--- config.mk ---
export PLATFORM = sky130hd
export DESIGN_NAME = m_ext_unit
export DESIGN_NICKNAME = d
export VERILOG_FILES = /design/src/rtl/m_ext_pkg.sv /design/src/rtl/m_ext_decode.sv /design/src/rtl/m_ext_unit.sv
export SDC_FILE = /design/constraint.sdc
export NUM_CORES = 1
export LEC_CHECK = 0
export CORE_MARGIN = 5
export CORE_UTILIZATION = 50
export CTS_BUF_LIST = sky130_fd_sc_hd__clkbuf_4
export DETAILED_ROUTE_END_ITERATION = 8
export DONT_BUFFER_PORTS = 1
export GPL_ROUTABILITY_DRIVEN = 0
export PLACE_DENSITY_LB_ADDON = 0.2
export SLEW_MARGIN = 10
export SYNTH_ARGS = -nofsm -noshare
export SYNTH_HDL_FRONTEND = slang
export SYNTH_SLANG_ARGS = --single-unit
--- constraint.sdc ---
create_clock -name clk_i -period 14.2 [get_ports clk_i]
set_input_delay 2.84 -clock clk_i [delete_from_list [all_inputs] [get_ports clk_i]]
set_output_delay 2.84 -clock clk_i [all_outputs]
set_load 0.01 [all_outputs]
--- src/rtl/m_ext_pkg.sv ---
// m_ext_pkg: shared constants and enums for the RV32M/RV64M execute unit.
//   OPCODE_OP / FUNCT7_MEXT : decode values that qualify an M-extension op
//   m_op_e                  : funct3 operation encodings
//   m_state_e               : iterative unit FSM states
package m_ext_pkg;

  localparam logic [6:0] OPCODE_OP   = 7'b0110011;
  localparam logic [6:0] FUNCT7_MEXT = 7'b0000001;

  typedef enum logic [2:0] {
    OP_MUL    = 3'b000,
    OP_MULH   = 3'b001,
    OP_MULHSU = 3'b010,
    OP_MULHU  = 3'b011,
    OP_DIV    = 3'b100,
    OP_DIVU   = 3'b101,
    OP_REM    = 3'b110,
    OP_REMU   = 3'b111
  } m_op_e;

  typedef enum logic [1:0] {
    S_IDLE,
    S_MUL,
    S_DIV,
    S_DONE
  } m_state_e;

endpackage

--- src/rtl/m_ext_decode.sv ---
// m_ext_decode: combinational funct3 decode for the M-extension unit.
//   funct3_i     : M-ext op select
//   is_div_o     : op uses the divider (DIV/DIVU/REM/REMU)
//   is_rem_o     : result is the remainder
//   rs1_signed_o : rs1 is treated as two's complement
//   rs2_signed_o : rs2 is treated as two's complement
//   high_half_o  : multiply returns the upper XLEN bits
module m_ext_decode
  import m_ext_pkg::*;
(
  input  logic [2:0] funct3_i,
  output logic       is_div_o,
  output logic       is_rem_o,
  output logic       rs1_signed_o,
  output logic       rs2_signed_o,
  output logic       high_half_o
);

  always_comb begin
    is_div_o     = 1'b0;
    is_rem_o     = 1'b0;
    rs1_signed_o = 1'b0;
    rs2_signed_o = 1'b0;
    high_half_o  = 1'b0;
    case (m_op_e'(funct3_i))
      OP_MUL:    ;
      OP_MULH:   begin rs1_signed_o = 1'b1; rs2_signed_o = 1'b1; high_half_o = 1'b1; end
      OP_MULHSU: begin rs1_signed_o = 1'b1; high_half_o = 1'b1; end
      OP_MULHU:  high_half_o = 1'b1;
      OP_DIV:    begin is_div_o = 1'b1; rs1_signed_o = 1'b1; rs2_signed_o = 1'b1; end
      OP_DIVU:   is_div_o = 1'b1;
      OP_REM:    begin is_div_o = 1'b1; is_rem_o = 1'b1; rs1_signed_o = 1'b1; rs2_signed_o = 1'b1; end
      OP_REMU:   begin is_div_o = 1'b1; is_rem_o = 1'b1; end
      default:   ;
    endcase
  end

endmodule

--- src/rtl/m_ext_unit.sv ---
// m_ext_unit: iterative RV32M/RV64M multiply/divide execute unit.
//   clk_i, rst_i (sync, active-high), flush_i (abort in-flight op)
//   valid_i/ready_o     : request handshake (opcode_i, funct3_i, funct7_i, rs1_i, rs2_i)
//   valid_o/ready_i     : result handshake (result_o)
//   busy_o              : op accepted and not yet consumed
// Optional: define M_EXT_EARLY_OUT_EN for 1-cycle zero-operand multiplies and
// small-dividend divides.
module m_ext_unit
  import m_ext_pkg::*;
#(
  parameter int unsigned XLEN = 32
) (
  input  logic            clk_i,
  input  logic            rst_i,
  input  logic            flush_i,
  input  logic            valid_i,
  output logic            ready_o,
  input  logic [6:0]      opcode_i,
  input  logic [2:0]      funct3_i,
  input  logic [6:0]      funct7_i,
  input  logic [XLEN-1:0] rs1_i,
  input  logic [XLEN-1:0] rs2_i,
  output logic            valid_o,
  input  logic            ready_i,
  output logic [XLEN-1:0] result_o,
  output logic            busy_o
);

  localparam int unsigned CW = $clog2(XLEN);
  localparam logic [XLEN-1:0] MIN_INT = {1'b1, {(XLEN-1){1'b0}}};

  m_state_e          state_q, state_d;
  logic [CW-1:0]     cnt_q, cnt_d;
  // Multiply: {accumulator, multiplier}. Divide: {remainder, dividend/quotient}.
  logic [2*XLEN-1:0] prod_q, prod_d;
  logic [XLEN-1:0]   mcand_q, mcand_d;
  logic              neg_q, neg_d;
  logic              high_q, high_d;
  logic              rem_q, rem_d;
  logic              valid_q, valid_d;
  logic              busy_q, busy_d;
  logic [XLEN-1:0]   result_q, result_d;

  logic is_div, is_rem, rs1_signed, rs2_signed, high_half;

  m_ext_decode u_decode (
    .funct3_i     (funct3_i),
    .is_div_o     (is_div),
    .is_rem_o     (is_rem),
    .rs1_signed_o (rs1_signed),
    .rs2_signed_o (rs2_signed),
    .high_half_o  (high_half)
  );

  logic              accept, sign1, sign2;
  logic [XLEN-1:0]   mag1, mag2;
  logic              special;
  logic [XLEN-1:0]   special_res;
  logic [XLEN:0]     mul_sum, div_sh, div_diff;
  logic [2*XLEN-1:0] step_next, mul_full;
  logic [XLEN-1:0]   div_val, final_res;

  always_comb begin
    accept = valid_i && (state_q == S_IDLE) && !flush_i &&
             (opcode_i == OPCODE_OP) && (funct7_i == FUNCT7_MEXT);
    sign1  = rs1_signed && rs1_i[XLEN-1];
    sign2  = rs2_signed && rs2_i[XLEN-1];
    mag1   = sign1 ? -rs1_i : rs1_i;
    mag2   = sign2 ? -rs2_i : rs2_i;

    special     = 1'b0;
    special_res = '0;
    if (is_div && (rs2_i == '0)) begin
      special     = 1'b1;
      special_res = is_rem ? rs1_i : '1;
    end else if (is_div && rs1_signed && (rs1_i == MIN_INT) && (rs2_i == '1)) begin
      special     = 1'b1;
      special_res = is_rem ? '0 : MIN_INT;
    end
`ifdef M_EXT_EARLY_OUT_EN
    else if (!is_div && ((rs1_i == '0) || (rs2_i == '0))) begin
      special     = 1'b1;
      special_res = '0;
    end else if (is_div && (mag1 < mag2)) begin
      special     = 1'b1;
      special_res = is_rem ? rs1_i : '0;
    end
`endif

    // One shift-add multiply step / one restoring divide step.
    mul_sum  = {1'b0, prod_q[2*XLEN-1:XLEN]} + (prod_q[0] ? {1'b0, mcand_q} : '0);
    div_sh   = {prod_q[2*XLEN-1:XLEN], prod_q[XLEN-1]};
    div_diff = div_sh - {1'b0, mcand_q};
    if (state_q == S_MUL)
      step_next = {mul_sum, prod_q[XLEN-1:1]};
    else if (div_diff[XLEN])
      step_next = {div_sh[XLEN-1:0], prod_q[XLEN-2:0], 1'b0};
    else
      step_next = {div_diff[XLEN-1:0], prod_q[XLEN-2:0], 1'b1};

    mul_full = neg_q ? -step_next : step_next;
    div_val  = rem_q ? step_next[2*XLEN-1:XLEN] : step_next[XLEN-1:0];
    if (state_q == S_MUL)
      final_res = high_q ? mul_full[2*XLEN-1:XLEN] : mul_full[XLEN-1:0];
    else
      final_res = neg_q ? -div_val : div_val;

    state_d  = state_q;
    cnt_d    = cnt_q;
    prod_d   = prod_q;
    mcand_d  = mcand_q;
    neg_d    = neg_q;
    high_d   = high_q;
    rem_d    = rem_q;
    valid_d  = valid_q;
    busy_d   = busy_q;
    result_d = result_q;

    case (state_q)
      S_IDLE: begin
        if (accept) begin
          busy_d = 1'b1;
          if (special) begin
            state_d  = S_DONE;
            valid_d  = 1'b1;
            result_d = special_res;
          end else begin
            state_d = is_div ? S_DIV : S_MUL;
            cnt_d   = CW'(XLEN - 1);
            prod_d  = {{XLEN{1'b0}}, (is_div ? mag1 : mag2)};
            mcand_d = is_div ? mag2 : mag1;
            neg_d   = is_rem ? sign1 : (sign1 ^ sign2);
            high_d  = high_half;
            rem_d   = is_rem;
          end
        end
      end
      S_MUL, S_DIV: begin
        prod_d = step_next;
        cnt_d  = cnt_q - 1'b1;
        if (cnt_q == '0) begin
          state_d  = S_DONE;
          valid_d  = 1'b1;
          result_d = final_res;
        end
      end
      S_DONE: begin
        if (ready_i) begin
          state_d = S_IDLE;
          valid_d = 1'b0;
          busy_d  = 1'b0;
        end
      end
      default: state_d = S_IDLE;
    endcase

    if (flush_i) begin
      state_d = S_IDLE;
      valid_d = 1'b0;
      busy_d  = 1'b0;
    end
  end

  always_ff @(posedge clk_i) begin
    if (rst_i) begin
      state_q  <= S_IDLE;
      cnt_q    <= '0;
      prod_q   <= '0;
      mcand_q  <= '0;
      neg_q    <= 1'b0;
      high_q   <= 1'b0;
      rem_q    <= 1'b0;
      valid_q  <= 1'b0;
      busy_q   <= 1'b0;
      result_q <= '0;
    end else begin
      state_q  <= state_d;
      cnt_q    <= cnt_d;
      prod_q   <= prod_d;
      mcand_q  <= mcand_d;
      neg_q    <= neg_d;
      high_q   <= high_d;
      rem_q    <= rem_d;
      valid_q  <= valid_d;
      busy_q   <= busy_d;
      result_q <= result_d;
    end
  end

  assign ready_o  = (state_q == S_IDLE);
  assign valid_o  = valid_q;
  assign busy_o   = busy_q;
  assign result_o = result_q;

endmodule
Word level (Yosys, flattened, before mapping)
Index checks and enable logic that the tools add are counted.

operators by class
  add/subtract/negate cells = 7
  mux-type cells = 47
  equality and inequality tests = 19
  reductions and logical operators = 29
  bitwise logic cells = 2

operators by type and width
  operator              count
  $mux 32               16
  $mux 64               5
  $pmux 64 s2           1
  $neg 32->32           3
  $eq 32x32->1 const B  2
  $neg 64->64           1
  $pmux 32 s2           1
  $add 32x32->33        1
  $sub 33x32->33        1
  $logic_not 32->1      1
  $mux 1                13
  $eq 3x3->1 const B    4
  $reduce_and 3->1      4
  $logic_and 1x1->1     10
  $mux 2                5
  $mux 5                2
  $pmux 5 s2            1
  $reduce_and 4->1      2
  $reduce_or 4->1       2
  $eq 7x1->1 const B    1
  $eq 7x6->1 const B    1
  $eq 3x2->1 const B    2
  $ne 2x2->1 const B    3
  $pmux 2 s3            1
  other kinds (15)      21

word-level totals
  register bits = 140
  output and inout bits = 35
  logic and storage cells = 114
  input bits = 86

Longest topological paths before layout
  depth after elaboration = 11
  depth in mapped cells = 27
  gate-level depth less buffers = 24

Hierarchy
A second synthesis with hierarchy kept.

unflattened totals
  cell total of the unflattened synthesis = 2521
  area, all modules = 17327.9 um2

by module, submodules not included
  module        area an instance (um2)  instances  cells an instance  sequential area each (um2)
  m_ext_unit    17279.1                 1          2514               2802.7
  m_ext_decode  48.8                    1          7                  0.0

Least setup slack after synthesis
No wires, ideal clock.

  path kind = input port to flip-flop
  start point = input rs2_i[22]
  end point = register result_q[17], in the netlist result_o[17]
  required time = 14067 ps
  path slack = 8042 ps
  stages = 15
  data arrival time = 6025 ps
  path buffers = 3
  library setup time = 133 ps
  cell sequence = or4_1 or3_1 or3_1 nor2_1 nand3_1 o21a_1 and2_1 nor2b_1 clkbuf_1 nor2b_1 clkbuf_1 clkbuf_1 o221ai_1 a221oi_1 nor3_1

between the ends
  word-level cells in the longest chain between the ends = 7
  elaborated cells between the ends (all ways) = 13
  those cells by class = eq/ne: 2; mux: 7; reduce/logical: 4

ends and longest elaborated chain
  element               line               source
  start, declared       m_ext_unit.sv:22   input logic [XLEN-1:0] rs2_i,
  $eq 32x32->1          m_ext_unit.sv:76   end else if (is_div && rs1_signed && (rs1_i == MIN_INT) && (rs2_i == '1)) begin
  $logic_and 1x1->1     m_ext_unit.sv:76
  $mux 32               m_ext_unit.sv:76
  $mux 32               m_ext_unit.sv:73   if (is_div && (rs2_i == '0)) begin
  $mux 32               m_ext_unit.sv:123  if (special) begin
  $mux 32               m_ext_unit.sv:121  if (accept) begin
  $pmux 32 s2           m_ext_unit.sv:119  case (state_q)
  end signal, assigned  m_ext_unit.sv:186  result_q <= result_d;
  end, declared         m_ext_unit.sv:42   logic [XLEN-1:0] result_q, result_d;

Several ways; a longest one is shown, not always the timed one. The select of a mux whose other input is x is not followed.
A chain may end at the register's enable or synchronous reset.

Worst setup path in the final report
  start point = register prod_q[31]
  end point = register result_q[26], in the netlist result_o[26]

between the ends
  word-level cells in the longest chain between the ends = 9
  elaborated cells between the ends (all ways) = 12
  those cells by class = add/sub: 3; mux: 9

ends and longest elaborated chain
  element                                        line                                  source
  start, declared                                m_ext_unit.sv:35                      logic [2*XLEN-1:0] prod_q, prod_d;
  start signal, assigned                         m_ext_unit.sv:179                     prod_q <= prod_d;
  $sub 33x32->33                                 m_ext_unit.sv:93                      div_diff = div_sh - {1'b0, mcand_q};
  $mux 64                                        m_ext_unit.sv:96                      else if (div_diff[XLEN])
  $mux 64 *                                      m_ext_unit.sv:94                      if (state_q == S_MUL)
  $neg 64->64 / $mux 32 (equally long branches)  m_ext_unit.sv:101, m_ext_unit.sv:102
  $mux 64 / $neg 32->32 (equally long branches)  m_ext_unit.sv:101, m_ext_unit.sv:106
  $mux 32, on equally long branches              m_ext_unit.sv:104, m_ext_unit.sv:106
  $mux 32 *                                      m_ext_unit.sv:103                     if (state_q == S_MUL)
  $mux 32 *                                      m_ext_unit.sv:141                     if (cnt_q == '0) begin
  $pmux 32 s2 *                                  m_ext_unit.sv:119

Mark *: on every way between the ends. The rest lies on a longest branch, timed or not. The select of a mux whose other input is x is not followed.

==> impl_results.md <==
- Post-synth EDFFs: 0
- Synth Register Bits: 140
- Top-count cell post-synth: nand2_1
- Synth unique cells: 101
- Asr flop ratio synth: 0
- DRT antenna net count: 0
- Crit path largest cell delay: approximately 0.63 ns
- Ports: 121
- DP Cell Count: roughly 2800
- Tot Pwr: 756 uW
- Synth Area in Compound Gates: 0.328
- Slowest-stage cell, CP: nor4_2
- Fin. Hold Viols: 0
- Syn Inst Count: 2448
- Vias in the first global route: 17400
- Syn_nets: 2610
- Clock Latency Late Sink: 0.63 ns
- Clock root cell: clkbuf_4
- Maximum vdd ir drop: around 0.000036 V
- Worst slew pin tran: 1.18 ns
- Synth top area share: 0.166
- Crit Path Category: reg2reg
- Crit path capture type: flip-flop
- Required time worst endpoint: approximately 15 ns
- Yosys Warn Count: 0
- Worst Setup SP: prod_q[31]
- Global-route wire length before repair: 105000 microns
- CTS tree: yes
- Final Max Slew Viols: 0
- Placed Area: between 0.015 and 0.02 sq mm
- Setup violators final: 0
- Post-CTS Setup Bufs: 0
- Starting Density: 0.505
- Final HPWL DP: 53800 microns
- Finished Cell Area: 0.0173 sq mm
- Setup crit start kind: flip-flop
- Syn Area/Cell: ~6.9 sq um
- TritonCTS Buffers: 17
- Total GRT Usage: 0.351
- Max-Cap Viols: 0
- Layout cells sized above 1: 0.0592
- Post-synthesis xor/xnor area fraction: 0.0899
- Leak: approximately 0.0063 uW
- Core Footprint: 0.0334 sq mm
- Layout net count: 2495
- DRT iter0 DRCs: 3000
- Row Count: 67
- Top cells by area, synth: dfxtp_1 (17%), a21oi_1 (7.5%), nand2_1 (6.4%), xnor2_1 (5.6%), ha_1 (5.5%)
- Mux contribution to synthesized area: 0.0481
- Reg2reg start: prod_q[31]
- Pwr Density: between 40 and 50 mW/mm^2
- Hold_sp: mcand_q[2]
- Area grow syn2layout: 2.77%
- Total grt overflow: 0
- # H-tree levels: 4
- Clock Pin Slew Worst Setup and Hold Paths: 0.16 ns
- Cts repair resizes: 0
- Max clock buf depth: 2
- Clock Sink Count: 140
- Die height: 194 microns
- Final Util: 0.519
- Status: completed
- Post-synth top cells: nand2_1 (288), a21oi_1 (253), nor2_1 (230), o21ai_0 (165), dfxtp_1 (140)
- Pin count of the biggest net entering global routing: 143
- Routed WL: 69700 microns
- Worst Clk Skew: ~0.04 ns
- DR pass1 iterations: 8
- Largest area contributor in the netlist: dfxtp_1
- Tmin final: 6.91 ns
- Setup TNS: 0 ns
- Routed len/inst: about 25 microns
- Simple-gate area share of the yosys netlist: 0.256
- Hold-fix buffers at CTS: 0
- Finished Layout Cells: around 2800
- RSZ-0062 raised after global routing: false
- Initial antenna violation count: 2
- Critical Path Fanout Max: 8
- Post-route DRC: 0
- Synth Cell Area: 0.0168 sq mm
- HP Class: reg2reg
- Largest family of logic cells by synthesized area: compound AO/OA/AOI/OAI gates
- Adder-cell share of the synthesized area: 0.0573
- Period utilization: 0.487
- Ys flop type: dfxtp_1
- Slew HR: 0.214
- Vias per cell: 6.98
- Sequential area share after synthesis: 0.166
- Cell family with most CP delay: simple AND/OR/NAND/NOR gates
- Vias: about 20000
- Die ar.: 0.0375 sq mm
- Number of I/O port buffers: 0
- Chip width: 194 microns
- Fmax: ~140 MHz
- Arrival time worst endpoint: approximately 7.4 ns
- Worst Path Buf+Inv: 3
## layout make-up
class                   instances  area (sq um)
diodes                          1          2.50
flip-flops and latches        140          2810
clock inverters                15           169
clock buffers                  17           128
repair buffers                 27           203
multi-input cells            2074         13200
inverters                      73           274
fillers                      3411         16000
well taps                     448           561
## cell usage in the layout, fill, tap and decap left out, types with 47 or more instances in the layout
cell	Yosys	routed
dfxtp_1	140	138
o211ai_1	60	60
nor2_1	230	230
xnor2_1	108	108
a211oi_1	47	47
xor2_1	65	65
nand3_1	69	69
nor3_1	83	83
o21ai_0	165	165
inv_1	73	73
mux2i_1	57	57
and2_1	48	48
ha_1	74	72
nand2_1	288	288
a21oi_1	253	252
## registers in the layout (all words and copies together), names as in the netlist
name,flops
rem_q,1
valid_o,1
neg_q,1
state_q,2
busy_o,1
result_o,32
prod_q,64
high_q,1
mcand_q,32
cnt_q,5
## worst reg2reg max path: cells and delay by family, from the launching register on
kind,cells,cell delay (ns)
buffers and inverters,3,0.38
AND/OR/NAND/NOR,10,2.60
multiplexers,1,0.14
AO/OA/AOI/OAI,8,2.32
adder cells (fa/ha/maj),3,0.91
flip-flops,1,0.45
## metrics by stage
stage / worst slack, ns / hold WS (ns)
floorplan: 8.04 / 0.440
global placement: 7.18 / 0.457
detailed placement: 7.04 / 0.463
CTS: 7.48 / 0.482
global route: 6.90 / 0.500
finish: 7.29 / 0.483
## cell families after synthesis
family                   after synthesis
AND/OR/NAND/NOR                      899
AO/OA/AOI/OAI                        848
buffers and inverters                234
XOR/XNOR                             173
flip-flops                           140
multiplexers                          78
adder cells (fa/ha/maj)               76
## routing by layer
| layer | vias to the layer above | share of wire | GRT usage |
|---|---|---|---|
| met3 | 249 | 0.13 | 0.106 |
| li1 | 8792 | - | - |
| met4 | 2 | 0.062 | 0.182 |
| met5 | - | 0.00016 | 0 |
| met2 | 1313 | 0.42 | 0.527 |
| met1 | 9163 | 0.39 | 0.456 |
## final timing paths
kind	endpoint	slack, ns	cells after the start
worst min register to register	mcand_q[2]	0.48	2
worst max register to register	result_o[26]	7.29	25
worst min-delay path	mcand_q[2]	0.48	2
worst max-delay path	result_o[26]	7.29	25
## report_power, final
part	leakage, uW	internal, uW	switching [uW]
logic	0.00502	25.6	47.0
clock network	0.000153	82.2	209
registers	0.00113	393	0.00713
Power figures use the tool's default switching activity.
